--- src/rtl/tdes_pkg.sv ---
// Shared types and pass-sequencing helpers for the I2C Triple-DES stream engine.
//   state_t   : sequencer states
//   mode_t    : block direction latched from i2c_rw
//   pass_count: number of DES passes (1 for single DES, 3 for 3DES)
//   pass_key  : key slot used by a given pass
//   pass_dec  : DES direction used by a given pass
package tdes_pkg;

    typedef enum logic [2:0] {
        LOAD_KEY  = 3'd0,
        LOAD_DATA = 3'd1,
        RUN       = 3'd2,
        WAIT      = 3'd3,
        OUT       = 3'd4
    } state_t;

    typedef enum logic {
        ENC = 1'b0,
        DEC = 1'b1
    } mode_t;

    function automatic logic [1:0] pass_count(input int num_keys);
        return (num_keys == 1) ? 2'd1 : 2'd3;
    endfunction

    // Encrypt walks K1,K2,K3; decrypt walks K3,K2,K1. With two keys the
    // third slot aliases K1, so slot 2 is never read.
    function automatic logic [1:0] pass_key(input logic [1:0] pass, input mode_t mode,
                                            input int num_keys);
        logic [1:0] k;
        if (num_keys == 1)
            k = 2'd0;
        else if (mode == ENC)
            k = pass;
        else
            k = 2'd2 - pass;
        if (num_keys == 2 && k == 2'd2)
            k = 2'd0;
        return k;
    endfunction

    // EDE for encrypt, DED for decrypt: the middle pass runs opposite to the block mode.
    function automatic logic pass_dec(input logic [1:0] pass, input mode_t mode,
                                      input int num_keys);
        if (num_keys == 1)
            return mode == DEC;
        return (mode == DEC) ^ (pass == 2'd1);
    endfunction

endpackage

--- src/rtl/tdes_byte_serializer.sv ---
// Result read-back serializer.
//   clk, n_rst : clock, asynchronous active-low reset
//   load       : capture load_data as a new block, pointer back to byte 0
//   load_data  : parallel result block
//   advance    : move to the next byte (I2C master consumed the current one)
//   byte_out   : current byte, MSB byte first
//   last       : current byte is the final byte of the block
module tdes_byte_serializer #(
    parameter int BYTE_W      = 8,
    parameter int BLOCK_BYTES = 8
) (
    input  logic                          clk,
    input  logic                          n_rst,
    input  logic                          load,
    input  logic [BYTE_W*BLOCK_BYTES-1:0] load_data,
    input  logic                          advance,
    output logic [BYTE_W-1:0]             byte_out,
    output logic                          last
);

    localparam int BLK_W = BYTE_W * BLOCK_BYTES;
    localparam int PTR_W = (BLOCK_BYTES > 1) ? $clog2(BLOCK_BYTES) : 1;
    localparam logic [PTR_W-1:0] LAST_PTR = PTR_W'(BLOCK_BYTES - 1);

    logic [BLK_W-1:0] blk_q, blk_d;
    logic [PTR_W-1:0] ptr_q, ptr_d;

    // The block shifts left on each advance so the current byte is always at the top.
    always_comb begin
        blk_d = blk_q;
        ptr_d = ptr_q;
        if (load) begin
            blk_d = load_data;
            ptr_d = '0;
        end else if (advance) begin
            blk_d = blk_q << BYTE_W;
            ptr_d = (ptr_q == LAST_PTR) ? '0 : ptr_q + 1'b1;
        end
    end

    always_ff @(posedge clk or negedge n_rst) begin
        if (!n_rst) begin
            blk_q <= '0;
            ptr_q <= '0;
        end else begin
            blk_q <= blk_d;
            ptr_q <= ptr_d;
        end
    end

    assign byte_out = blk_q[BLK_W-1 -: BYTE_W];
    assign last     = (ptr_q == LAST_PTR);

endmodule

--- src/rtl/tdes_stream_engine.sv ---
// Byte-stream front end and pass sequencer for the I2C Triple-DES device.
//   clk, n_rst            : clock, asynchronous active-low reset
//   i2c_input/read_enable : incoming key/data byte and its strobe
//   i2c_stop              : I2C stop level (rising edge is the event)
//   i2c_rw                : block mode, sampled with the first data byte
//   des_key/des_data/des_decrypt/des_start : operands and launch for the DES core
//   des_done/des_result   : pass completion and result from the DES core
//   tx_req/i2c_output     : result read-back, one byte per request
//   output_ready, busy    : status
//   frame_err, overrun    : one-cycle event pulses
module tdes_stream_engine
    import tdes_pkg::*;
#(
    parameter int BYTE_W      = 8,
    parameter int BLOCK_BYTES = 8,
    parameter int NUM_KEYS    = 2
) (
    input  logic                          clk,
    input  logic                          n_rst,
    input  logic [BYTE_W-1:0]             i2c_input,
    input  logic                          read_enable,
    input  logic                          i2c_stop,
    input  logic                          i2c_rw,
    output logic [BYTE_W*BLOCK_BYTES-1:0] des_key,
    output logic [BYTE_W*BLOCK_BYTES-1:0] des_data,
    output logic                          des_decrypt,
    output logic                          des_start,
    input  logic                          des_done,
    input  logic [BYTE_W*BLOCK_BYTES-1:0] des_result,
    input  logic                          tx_req,
    output logic [BYTE_W-1:0]             i2c_output,
    output logic                          output_ready,
    output logic                          busy,
    output logic                          frame_err,
    output logic                          overrun
);

    localparam int BLK_W = BYTE_W * BLOCK_BYTES;
    localparam int CNT_W = (BLOCK_BYTES > 1) ? $clog2(BLOCK_BYTES) : 1;
    localparam logic [CNT_W-1:0] LAST_CNT  = CNT_W'(BLOCK_BYTES - 1);
    localparam logic [1:0]       LAST_KEY  = 2'(NUM_KEYS - 1);
    localparam logic [1:0]       LAST_PASS = pass_count(NUM_KEYS) - 2'd1;

    state_t                  state_q, state_d;
    logic [1:0]              idx_q, idx_d;
    logic [CNT_W-1:0]        cnt_q, cnt_d;
    logic [2:0][BLK_W-1:0]   keys_q, keys_d;
    logic [BLK_W-1:0]        data_q, data_d;     // block operand, then running pass result
    mode_t                   mode_q, mode_d;
    logic [1:0]              pass_q, pass_d;
    logic                    stop_q;
    logic                    frame_err_q, frame_err_d;
    logic                    overrun_q, overrun_d;

    logic stop_edge;
    logic ser_load, ser_adv, ser_last;

    assign stop_edge = i2c_stop & ~stop_q;

    always_comb begin
        state_d     = state_q;
        idx_d       = idx_q;
        cnt_d       = cnt_q;
        keys_d      = keys_q;
        data_d      = data_q;
        mode_d      = mode_q;
        pass_d      = pass_q;
        frame_err_d = 1'b0;
        overrun_d   = 1'b0;
        ser_load    = 1'b0;
        ser_adv     = 1'b0;

        case (state_q)
            LOAD_KEY: begin
                // A stop edge takes priority; a byte in the same cycle is dropped.
                if (stop_edge) begin
                    if (cnt_q != '0 || idx_q != 2'd0) begin
                        keys_d      = '0;
                        idx_d       = 2'd0;
                        cnt_d       = '0;
                        frame_err_d = 1'b1;
                    end
                end else if (read_enable) begin
                    keys_d[idx_q] = {keys_q[idx_q][BLK_W-BYTE_W-1:0], i2c_input};
                    if (cnt_q == LAST_CNT) begin
                        cnt_d = '0;
                        if (idx_q == LAST_KEY) begin
                            idx_d   = 2'd0;
                            state_d = LOAD_DATA;
                        end else begin
                            idx_d = idx_q + 2'd1;
                        end
                    end else begin
                        cnt_d = cnt_q + 1'b1;
                    end
                end
            end

            LOAD_DATA: begin
                if (stop_edge) begin
                    if (cnt_q != '0) begin
                        cnt_d       = '0;
                        data_d      = '0;
                        frame_err_d = 1'b1;
                    end else begin
                        // Stop between blocks requests a fresh key load.
                        keys_d  = '0;
                        idx_d   = 2'd0;
                        state_d = LOAD_KEY;
                    end
                end else if (read_enable) begin
                    data_d = {data_q[BLK_W-BYTE_W-1:0], i2c_input};
                    if (cnt_q == '0)
                        mode_d = mode_t'(i2c_rw);
                    if (cnt_q == LAST_CNT) begin
                        cnt_d   = '0;
                        pass_d  = 2'd0;
                        state_d = RUN;
                    end else begin
                        cnt_d = cnt_q + 1'b1;
                    end
                end
            end

            RUN: begin
                overrun_d = read_enable & ~stop_edge;
                state_d   = WAIT;
            end

            WAIT: begin
                overrun_d = read_enable & ~stop_edge;
                if (des_done) begin
                    data_d = des_result;
                    if (pass_q == LAST_PASS) begin
                        ser_load = 1'b1;
                        state_d  = OUT;
                    end else begin
                        pass_d  = pass_q + 2'd1;
                        state_d = RUN;
                    end
                end
            end

            OUT: begin
                overrun_d = read_enable & ~stop_edge;
                if (tx_req) begin
                    ser_adv = 1'b1;
                    if (ser_last) begin
                        cnt_d   = '0;
                        state_d = LOAD_DATA;
                    end
                end
            end

            default: state_d = LOAD_KEY;
        endcase
    end

    always_ff @(posedge clk or negedge n_rst) begin
        if (!n_rst) begin
            state_q     <= LOAD_KEY;
            idx_q       <= 2'd0;
            cnt_q       <= '0;
            keys_q      <= '0;
            data_q      <= '0;
            mode_q      <= ENC;
            pass_q      <= 2'd0;
            stop_q      <= 1'b0;
            frame_err_q <= 1'b0;
            overrun_q   <= 1'b0;
        end else begin
            state_q     <= state_d;
            idx_q       <= idx_d;
            cnt_q       <= cnt_d;
            keys_q      <= keys_d;
            data_q      <= data_d;
            mode_q      <= mode_d;
            pass_q      <= pass_d;
            stop_q      <= i2c_stop;
            frame_err_q <= frame_err_d;
            overrun_q   <= overrun_d;
        end
    end

    tdes_byte_serializer #(
        .BYTE_W     (BYTE_W),
        .BLOCK_BYTES(BLOCK_BYTES)
    ) u_ser (
        .clk      (clk),
        .n_rst    (n_rst),
        .load     (ser_load),
        .load_data(des_result),
        .advance  (ser_adv),
        .byte_out (i2c_output),
        .last     (ser_last)
    );

    assign des_key      = keys_q[pass_key(pass_q, mode_q, NUM_KEYS)];
    assign des_data     = data_q;
    assign des_decrypt  = pass_dec(pass_q, mode_q, NUM_KEYS);
    assign des_start    = (state_q == RUN);
    assign busy         = (state_q == RUN) || (state_q == WAIT);
    assign output_ready = (state_q == OUT);
    assign frame_err    = frame_err_q;
    assign overrun      = overrun_q;

endmodule

--- config.mk ---
export PLATFORM = sky130hd
export DESIGN_NAME = tdes_stream_engine
export DESIGN_NICKNAME = d
export VERILOG_FILES = /design/src/rtl/tdes_pkg.sv /design/src/rtl/tdes_byte_serializer.sv /design/src/rtl/tdes_stream_engine.sv
export SDC_FILE = /design/constraint.sdc
export NUM_CORES = 1
export LEC_CHECK = 0
export CORE_MARGIN = 1.5
export CORE_UTILIZATION = 40
export DETAILED_ROUTE_END_ITERATION = 12
export SETUP_SLACK_MARGIN = 0.02
export SLEW_MARGIN = 20
export SYNTH_ARGS = -nofsm -noshare
export SYNTH_HDL_FRONTEND = slang
export SYNTH_SLANG_ARGS = --single-unit
--- constraint.sdc ---
create_clock -name clk -period 3.6 [get_ports clk]
set_input_delay 1.08 -clock clk [delete_from_list [all_inputs] [get_ports clk]]
set_output_delay 1.08 -clock clk [all_outputs]
set_load 0.03 [all_outputs]
==> impl_results.md, run 1 <==
* Reg clk slew, reported paths at 0.06 ns
* P_leak at 0.00893 µW
* Fmax at 285 MHz
* Storage element area at 8430 µm²
* Fin area at between 20000 and 25000 µm²
* M1 WL at 21.4 mm
* Startpoint types: register
* DRT antenna net count at 0
* Layout filler cell count at 3733
* Number of buffers created by CTS at 38
* Die Span Y at just over 200 µm
* Met3 WL at 2.13 mm
* CTS root buf: clkbuf_16
* Final setup vio count at 0
* Inst Count DP at 2250
* Register bit total from synthesis at roughly 340
* Gpl congestion at 0.810
* Effective utilization at floorplan at 40.4%
* Run status: finished, final reports clean
* Commonest non-fill, non-tap cells in the layout: nand2_1 (460), dfrtp_1 (336), clkdlybuf4s50_1 (154)
* CTS tree: done
* CP required at about 2.5 ns
* Hold Crit Class: register to register
* Post-synth ARST share at 100%
* Area after DPL at 18800 µm²
* Mapped Area at roughly 16000 µm²
* # rows at 73
* Total Nets Final at approximately 1900
* Layout cells sized above 1 at around 13%
* Pwr Density at a little over 800 nW/µm²
* Least-Margin Pin Slew at 0.842 ns
* Vias in the first global route at 12566
* Tot GR Track Use at 22.7%
* Critical Path Fanout Max at 19
* Max_cap viols at 0
* EDFF count, synth at 0
* Syn_nets at 1685
* Residual DRC count at 0
* Main synth FF type: dfrtp_1
* Die X at 203 µm
* First-pass GRT wire length at 73.9 mm
* WS Path Type: register to output pin
* Uppermost layer routed: met5
* Sequential share of the synthesized area at 52.6%
* H-tree levels at 2
* HPWL after DPL at between 20 and 30 mm
* RSZ-0062 raised after global routing: yes
* Multi-input gate area at 6750 µm²
* Buffer depth of the longest clock path at 3
* Final Non-Filler Cells at approximately 2300
* Routed wire length on met2 at 21.7 mm
* Synth warn at 0
* Worst vdd ir at slightly below 0.5 mV
* Rel. slew slack at 43.9%
* # IOs at 221
* Area Overhead vs Synth at 25.3%
* Syn avg cell area at 10.0 µm²
* Via count at 12357
* Hold Fails Final Rpt at 0
* Worst hold slack at 0.471 ns
* Cells after synthesis at 1598
* Commonest non-fill, non-tap cell in the layout: nand2_1
* Post-DR vias/cell at 5.32
* Netlist cell types at 48
* Critical Path AT at about 2.4 ns
* Core Area at 39600 µm²
* CTS sink count at 337
* Drt pass-1 iters at 7
* DRT iter0 DRCs at 942
* Setup TNS at 0 ns
* Worst skew pair latency at between 0.5 and 0.6 ns
* # port buffers at 220
* Max-slew violations at 0
* Tmin final at 3.50 ns
* Crit. End Element: output pin
* Clk_skew at roughly 0.027 ns
* Initial antenna violation count at 2
* Hold buffer count at cts at 0
* Die Footprint at 41300 µm²
* Total routed wirelength at approximately 46 mm
* Largest net degree at the start of global routing at 95
* WL per Instance at 19.9 µm
* Grt ovf at 0
* Final period utilization at 97.3%
[cells in the mapped netlist, types with 3 or more instances]
master | number | area, µm²
nand2_1 | 460 | 1730
dfrtp_1 | 337 | 8430
mux2i_1 | 133 | 1330
o21ai_0 | 75 | 375
inv_1 | 72 | 270
a22o_1 | 66 | 578
nand3_1 | 66 | 330
clkbuf_1 | 65 | 244
o2bb2ai_1 | 64 | 561
a22oi_1 | 56 | 420
mux2_2 | 40 | 450
mux2_1 | 28 | 315
buf_2 | 27 | 135
buf_4 | 15 | 113
buf_1 | 12 | 45.0
buf_6 | 12 | 135
nor2_1 | 10 | 37.5
ha_1 | 8 | 100
a21oi_1 | 7 | 35.0
and3_1 | 5 | 31.3
nand2b_1 | 3 | 18.8
nand3b_1 | 3 | 22.5
nor2b_1 | 3 | 18.8
[critical path, cell delays in order (launching register included)]
cell	delay [ns]
dfrtp_1	0.43
ha_4	0.32
buf_8	0.26
buf_4	0.19
mux2i_1	0.08
o21ai_0	0.40
buf_12	0.18
[flip-flops by register name, indices dropped and copies added (netlist names)]
| signal | cells |
|---|---|
| stop_q | 1 |
| u_ser.blk_q | 64 |
| frame_err | 1 |
| u_ser.ptr_q | 3 |
| mode_q | 1 |
| keys_q | 192 |
| idx_q | 2 |
| des_data | 64 |
| overrun | 1 |
| cnt_q | 3 |
| pass_q | 2 |
| state_q | 3 |
[kinds of logic (layout without fill, tap and decap cells)]
logic type | after synthesis | in the layout | synth area share, %
other | 0 | 1 | 0
multiplexers | 201 | 201 | 13.1
flip-flops | 337 | 337 | 52.6
buffers and inverters | 203 | 402 | 5.88
adder cells (fa/ha/maj) | 8 | 8 | 0.625
XOR/XNOR | 1 | 1 | 0.0547
AND/OR/NAND/NOR | 566 | 566 | 14.6
AO/OA/AOI/OAI | 282 | 282 | 13.2
[report_power, final]
part	total (µW)	internal (µW)	leakage [µW]	switching (µW)
sequential	5830	4920	0.00452	913
clock	3900	2290	0.000631	1610
combinational	6950	2760	0.00378	4200
total	16700	9960	0.00893	6720
[worst paths after layout]
kind | from | endpoint | slack, ns | cells past startpoint
hold reg to reg | u_ser.blk_q[61] | u_ser.blk_q[61] | 0.47 | 2
max in group asynchronous | n_rst | des_data[22] | 2.19 | 2
min in group asynchronous | n_rst | keys_q[121] | 0.53 | 1
setup / recovery | pass_q[1] | des_key[35] | 0.1 | 6
hold / removal | u_ser.blk_q[61] | u_ser.blk_q[61] | 0.47 | 2
setup reg to reg | cnt_q[0] | keys_q[142] | 1.03 | 7
[area by class of cell]
class / instances / area share (%)
Antenna cell: 1 / 0.0125
Tap cell: 525 / 3.27
Inverter: 72 / 1.35
Clock inverter: 15 / 0.617
Sequential cell: 337 / 42.0
Multi-Input combinational cell: 1058 / 33.6
Timing Repair Buffer: 261 / 13.5
Clock buffer: 54 / 5.68
[per-stage QoR]
step                worst slack, ns  util (%)  power (µW)
global placement              0.285      47.5       12900
floorplan                     0.327         -       10200
CTS                          0.0270      50.8       16900
global route                 0.0197      50.6       17700
finish                       0.0965      50.7       16700
detailed placement            0.246      47.5       13000
[what timing repair did]
action,CTS,global route
gates resized for setup,25,43
pin swaps,1,0
setup buffers,3,0
endpoints found under the setup margin,56,27
[layer usage]
layer,up-vias,track usage [%]
li1,5826,-
met3,71,3.21
met4,2,7.01
met5,-,0
met2,325,34.9
met1,6133,33.2
Note: power is estimated with default switching activity, not from simulation.
==> inputs of run 2 (changes only) <==
--- a/config.mk
+++ b/config.mk
@@ -5,10 +5,13 @@
 export SDC_FILE = /design/constraint.sdc
 export NUM_CORES = 1
 export LEC_CHECK = 0
+export CELL_PAD_IN_SITES_DETAIL_PLACEMENT = 0
+export CELL_PAD_IN_SITES_GLOBAL_PLACEMENT = 2
 export CORE_MARGIN = 1.5
-export CORE_UTILIZATION = 40
+export CORE_UTILIZATION = 38
+export CTS_CLUSTER_SIZE = 20
 export DETAILED_ROUTE_END_ITERATION = 12
-export SETUP_SLACK_MARGIN = 0.02
+export PLACE_DENSITY_LB_ADDON = 0.1
 export SLEW_MARGIN = 20
 export SYNTH_ARGS = -nofsm -noshare
 export SYNTH_HDL_FRONTEND = slang
==> impl_results.md, run 2 (synthesized netlist as in run 1, its figures left out) <==
* Tot GR Track Use at 22.4% (was 22.7%)
* Area after DPL at 19100 µm² (was 18800 µm²)
* Total Nets Final at 1855 (unchanged)
* Largest Register: keys_q (unchanged)
* HPWL after DPL at 30.7 mm (was 29.9 mm)
* Pwr Density at 843 nW/µm² (was 831 nW/µm²)
* DRT antenna net count at 0 (unchanged)
* Core Area at 41800 µm² (was 39600 µm²)
* R2r worst-path depth at 5 (was 7)
* Grt ovf at 0 (unchanged)
* CTS root buf: clkbuf_16 (unchanged)
* Final period utilization at 97.6% (was 97.3%)
* Max reg flops at 192 (unchanged)
* CTS sink count at 337 (unchanged)
* First-pass GRT wire length at 76.2 mm (was 73.9 mm)
* RSZ-0062 raised after global routing: no (was yes)
* Clk_skew at 0.0168 ns (was 0.0270 ns)
* Final setup vio count at 0 (unchanged)
* Worst vdd ir at 0.451 mV (was 0.493 mV)
* Total routed wirelength at 47.8 mm (was 46.2 mm)
* Inst Count DP at 2264 (was 2250)
* Buffer depth of the longest clock path at 3 (unchanged)
* Gpl congestion at 0.793 (was 0.810)
* Effective utilization at floorplan at 38.4% (was 40.4%)
* CTS tree: done (unchanged)
* Max-slew violations at 0 (unchanged)
* Largest net degree at the start of global routing at 84 (was 95)
* Run status: finished, final reports clean (unchanged)
* Critical Path Start: pass_q[1] (unchanged)
* Via count at 12193 (was 12357)
* Residual DRC count at 0 (unchanged)
* # rows at 75 (was 73)
* Rel. slew slack at 43.4% (was 43.9%)
* Critical Path Fanout Max at 13 (was 19)
* # IOs at 221 (unchanged)
* Power Total at 17200 µW (was 16700 µW)
* Fmax at 285 MHz (about the same)
* Commonest non-fill, non-tap cell in the layout: nand2_1 (unchanged)
* Worst hold slack at 0.444 ns (was 0.471 ns)
* Critical Path AT at 2.43 ns (was 2.42 ns)
* WL per Instance at 20.4 µm (was 19.9 µm)
* Fin area at 20400 µm² (was 20100 µm²)
* Worst skew pair latency at 0.55 ns (was 0.57 ns)
* Die X at 208 µm (was 203 µm)
* Startpoint types: register (unchanged)
* DRT iter0 DRCs at 767 (was 942)
* CP cell instances: ha_4 -> buf_4 -> mux2i_1 -> o21ai_0 -> buf_12 (was ha_4 -> buf_8 -> buf_4 -> mux2i_1 -> o21ai_0 -> buf_12)
* R2r endpoint: keys_q[45] (was keys_q[142])
* Area Overhead vs Synth at 27.3% (was 25.3%)
* Initial antenna violation count at 1 (was 2)
* Max incr delay on CP at 0.47 ns (was 0.43 ns)
* Crit. End Element: output pin (unchanged)
* Drt pass-1 iters at 4 (was 7)
* Layout cells sized above 1 at 12.8% (was 12.5%)
* Post-DR vias/cell at 5.21 (was 5.32)
* Worst r2r src: state_q[0] (was cnt_q[0])
* Tmin final at 3.51 ns (was 3.50 ns)
* Die Footprint at 43400 µm² (was 41300 µm²)
* CP required at 2.52 ns (about the same)
* Vias in the first global route at 12511 (was 12566)
* Hold buffer count at cts at 0 (unchanged)
* Hold Fails Final Rpt at 0 (unchanged)
* Reg clk slew, reported paths at 0.06 ns (about the same)
* Slowest stage cell on the critical path: o21ai_0 (was dfrtp_1)
* WS Path Type: register to output pin (unchanged)
* Number of buffers created by CTS at 40 (was 38)
* H-tree levels at 2 (unchanged)
* Setup TNS at 0 ns (unchanged)
* Hold Crit Class: input port to asynchronous set/reset pin (was register to register)
* End point of the critical path: des_key[54] (was des_key[35])
* # port buffers at 220 (unchanged)
* Reg2reg setup slack at 1.10 ns (was 1.03 ns)
* Least-Margin Pin Slew at 0.849 ns (was 0.842 ns)
* Max_cap viols at 0 (unchanged)
* Die Span Y at 208 µm (was 203 µm)
* Final Non-Filler Cells at 2339 (was 2323)
* Commonest non-fill, non-tap cells in the layout: nand2_1 (460), dfrtp_1 (336), clkdlybuf4s50_1 (154) (unchanged)
* P_leak at 0.00903 µW (was 0.00893 µW)
-- run 2: power breakdown --
group          switching [µW]  total [µW]  internal (µW)  leakage, µW
registers                 930        5850           4920      0.00452
logic                    4280        7320           3040      0.00385
clock network            1630        4020           2400     0.000655
-- run 2: critical path: cells and delay by family, from the launching register on --
| family | cells | cell delay (ns) |
|---|---|---|
| AOI/OAI and AO/OA | 1 | 0.47 |
| adders and majority gates | 1 | 0.35 |
| buffers and inverters | 2 | 0.51 |
| DFF | 1 | 0.43 |
| muxes | 1 | 0.11 |
-- run 2: stage by stage --
step	util [%]	setup WS, ns
2_1_floorplan	-	0.327
3_3_place_gp	45.7	0.399
3_5_place_dp	45.7	0.363
4_1_cts	48.8	0.00431
5_1_grt	48.9	0.0184
6_report	48.9	0.0874
-- run 2: timing repair --
| item | CTS | global route |
|---|---|---|
| buffers inserted | 1 | 0 |
| setup endpoints to repair | 22 | 7 |
| pin swaps | 1 | 0 |
| resized for setup | 1 | 4 |
| endpoints found under the hold margin | 0 | 0 |
-- run 2: worst min-delay path by stage --
| stage | startpoint | end | slack, ns | depth (start not counted) |
|---|---|---|---|---|
| 6_report | n_rst | keys_q[114] | 0.44 | 1 |
| 3_3_place_gp | u_ser.blk_q[60] | u_ser.blk_q[60] | 0.46 | 2 |
| 5_1_grt | n_rst | keys_q[121] | 0.47 | 1 |
| 3_5_place_dp | u_ser.blk_q[16] | u_ser.blk_q[16] | 0.46 | 2 |
| 2_1_floorplan | u_ser.blk_q[47] | u_ser.blk_q[47] | 0.45 | 2 |
| 4_1_cts | n_rst | keys_q[50] | 0.45 | 1 |
-- run 2: final cells by class --
type	instances	area, µm²
multi-input combinational	1058	6760
clock inverter	16	138
timing repair buffer	259	2970
antenna	2	5.00
fill	3913	21400
sequential	337	8430
inverter	72	270
clock buffer	56	1160
tap	539	674
-- run 2: routing by layer --
layer	vias to the layer above	share of wire (%)	global-route usage [%]
li1	5843	-	-
met3	56	4.0	3.46
met5	-	0	0
met1	6057	49	33.3
met2	237	45	33.5
met4	0	2.1	6.32
==> inputs of run 3 (changes only) <==
--- a/config.mk
+++ b/config.mk
@@ -7,7 +7,6 @@
 export LEC_CHECK = 0
 export CELL_PAD_IN_SITES_DETAIL_PLACEMENT = 0
 export CELL_PAD_IN_SITES_GLOBAL_PLACEMENT = 2
-export CORE_MARGIN = 1.5
 export CORE_UTILIZATION = 38
 export CTS_CLUSTER_SIZE = 20
 export DETAILED_ROUTE_END_ITERATION = 12
==> impl_results.md, run 3 (synthesized netlist as in run 1, its figures left out) <==
* Run status: finished, final reports clean (unchanged)
* Worst skew pair latency at 0.56 ns (was 0.55 ns)
* Rel. slew slack at 44.6% (was 43.4%)
* Worst vdd ir at 0.442 mV (was 0.451 mV)
* Post-DR vias/cell at 5.31 (was 5.21)
* Via count at 12432 (was 12193)
* R2r endpoint: keys_q[59] (was keys_q[45])
* Hold Crit Class: register to register (was input port to asynchronous set/reset pin)
* Area after DPL at 19200 µm² (was 19100 µm²)
* Critical Path Start: pass_q[1] (unchanged)
* Number of buffers created by CTS at 39 (was 40)
* Final setup vio count at 0 (unchanged)
* CTS root buf: clkbuf_16 (unchanged)
* Die Span Y at 207 µm (was 208 µm)
* Gpl congestion at 0.772 (was 0.793)
* Tmin final at 3.42 ns (was 3.51 ns)
* Worst r2r src: state_q[0] (unchanged)
* Critical Path AT at 2.34 ns (was 2.43 ns)
* Commonest non-fill, non-tap cells in the layout: nand2_1 (460), dfrtp_1 (336), clkdlybuf4s50_1 (155) (was nand2_1 (460), dfrtp_1 (336), clkdlybuf4s50_1 (154))
* Reg2reg setup slack at 1.11 ns (was 1.10 ns)
* Grt ovf at 0 (unchanged)
* Final period utilization at 95.0% (was 97.6%)
* Hold Fails Final Rpt at 0 (unchanged)
* Buffer depth of the longest clock path at 3 (unchanged)
* Max_cap viols at 0 (unchanged)
* Least-Margin Pin Slew at 0.831 ns (was 0.849 ns)
* Max-slew violations at 0 (unchanged)
* WS Path Type: register to output pin (unchanged)
* Initial antenna violation count at 3 (was 1)
* H-tree levels at 2 (unchanged)
* R2r worst-path depth at 5 (unchanged)
* Layout Utilization at 49.7% (was 48.9%)
* Slack of the critical path at 0.180 ns (was 0.0874 ns)
* Area Overhead vs Synth at 27.7% (was 27.3%)
* Max reg flops at 192 (unchanged)
* Core Area at 41200 µm² (was 41800 µm²)
* Reg clk slew, reported paths at 0.06 ns (about the same)
* Crit. End Element: output pin (unchanged)
* # IOs at 221 (unchanged)
* WL per Instance at 21.1 µm (was 20.4 µm)
* Die X at 207 µm (was 208 µm)
* Layout cells sized above 1 at 13.3% (was 12.8%)
* Total routed wirelength at 49.4 mm (was 47.8 mm)
* DRT antenna net count at 0 (unchanged)
* Clk_skew at 0.0201 ns (was 0.0168 ns)
* Setup TNS at 0 ns (unchanged)
* Total Nets Final at 1864 (was 1855)
* Drt pass-1 iters at 5 (was 4)
* RSZ-0062 raised after global routing: no (unchanged)
* HPWL after DPL at 32.0 mm (was 30.7 mm)
* Commonest non-fill, non-tap cell in the layout: nand2_1 (unchanged)
* P_leak at 0.00906 µW (was 0.00903 µW)
* Tot GR Track Use at 23.3% (was 22.4%)
* Die Footprint at 43000 µm² (was 43400 µm²)
* Fin area at 20500 µm² (was 20400 µm²)
* First-pass GRT wire length at 78.6 mm (was 76.2 mm)
* CTS tree: done (unchanged)
* Critical Path Fanout Max at 32 (was 13)
* Vias in the first global route at 12977 (was 12511)
* Dpl ws at 0.419 ns (was 0.363 ns)
* # rows at 74 (was 75)
* Largest net degree at the start of global routing at 73 (was 84)
* Startpoint types: register (unchanged)
* # port buffers at 220 (unchanged)
* CP required at 2.52 ns (about the same)
* End point of the critical path: des_key[18] (was des_key[54])
* Worst hold slack at 0.474 ns (was 0.444 ns)
* Fmax at 292 MHz (was 285 MHz)
* Residual DRC count at 0 (unchanged)
* Pwr Density at 842 nW/µm² (was 843 nW/µm²)
* CTS sink count at 337 (unchanged)
* Largest Register: keys_q (unchanged)
* DRT iter0 DRCs at 668 (was 767)
* Effective utilization at floorplan at 38.9% (was 38.4%)
==> run 3: cell types whose count changed in the layout (fill, tap and decap cells not counted), sizes merged <==
cell           change
dlymetal6s2s       -1
bufinv             +1
buf               +10
inv                +1
clkbuf             -2
clkdlybuf4s50      +1
==> run 3: worst min-delay path by stage <==
| stage | startpoint | end | slack, ns | cells past startpoint |
|---|---|---|---|---|
| after floorplan | u_ser.blk_q[47] | u_ser.blk_q[47] | 0.45 | 2 |
| after global placement | u_ser.blk_q[39] | u_ser.blk_q[39] | 0.46 | 2 |
| after detailed placement | u_ser.blk_q[8] | u_ser.blk_q[8] | 0.46 | 2 |
| after CTS | u_ser.blk_q[43] | u_ser.blk_q[43] | 0.48 | 2 |
| after global routing | u_ser.blk_q[15] | u_ser.blk_q[15] | 0.49 | 2 |
| final | u_ser.blk_q[56] | u_ser.blk_q[56] | 0.47 | 2 |
==> run 3: layout make-up <==
cell class	count	area (µm²)
fill	3836	20700
sequential	337	8430
multi-input combinational	1058	6750
timing repair buffer	269	3050
clock buffer	54	1110
tap	532	666
inverter	72	270
clock inverter	18	176
antenna	2	5.00
==> run 3: stage by stage <==
stage	total power, µW	instances
finish	17200	2342
global route	18200	2340
detailed placement	13300	2265
global placement	13200	2265
floorplan	10200	1598
CTS	17500	2340
==> run 3: worst max-delay path, cell delays in order, from the launching register on <==
cell and delay, ns:
dfrtp_1 0.43, ha_4 0.26, buf_12 0.29, mux2i_1 0.12, o21ai_0 0.34, buf_4 0.21, buf_12 0.11
==> run 3: layer usage <==
metal | global-route usage (%) | share of wire [%] | up-vias
li1 | - | - | 5844
met1 | 31.5 | 45 | 6252
met2 | 38.4 | 48 | 288
met3 | 4.83 | 5.6 | 46
met4 | 5.51 | 1.4 | 2
met5 | 0 | 0.022 | -
==> run 3: power breakdown <==
group	total (µW)	switching [µW]	internal, µW
logic	7340	4300	3040
registers	5860	936	4920
clock network	4030	1650	2380
==> run 3: repair_timing <==
| item | 4_1_cts | 5_1_grt |
|---|---|---|
| setup buffers | 3 | 0 |
| gates resized for setup | 4 | 0 |
| hold buffers | 0 | 0 |
| endpoints found under the setup margin | 5 | 0 |
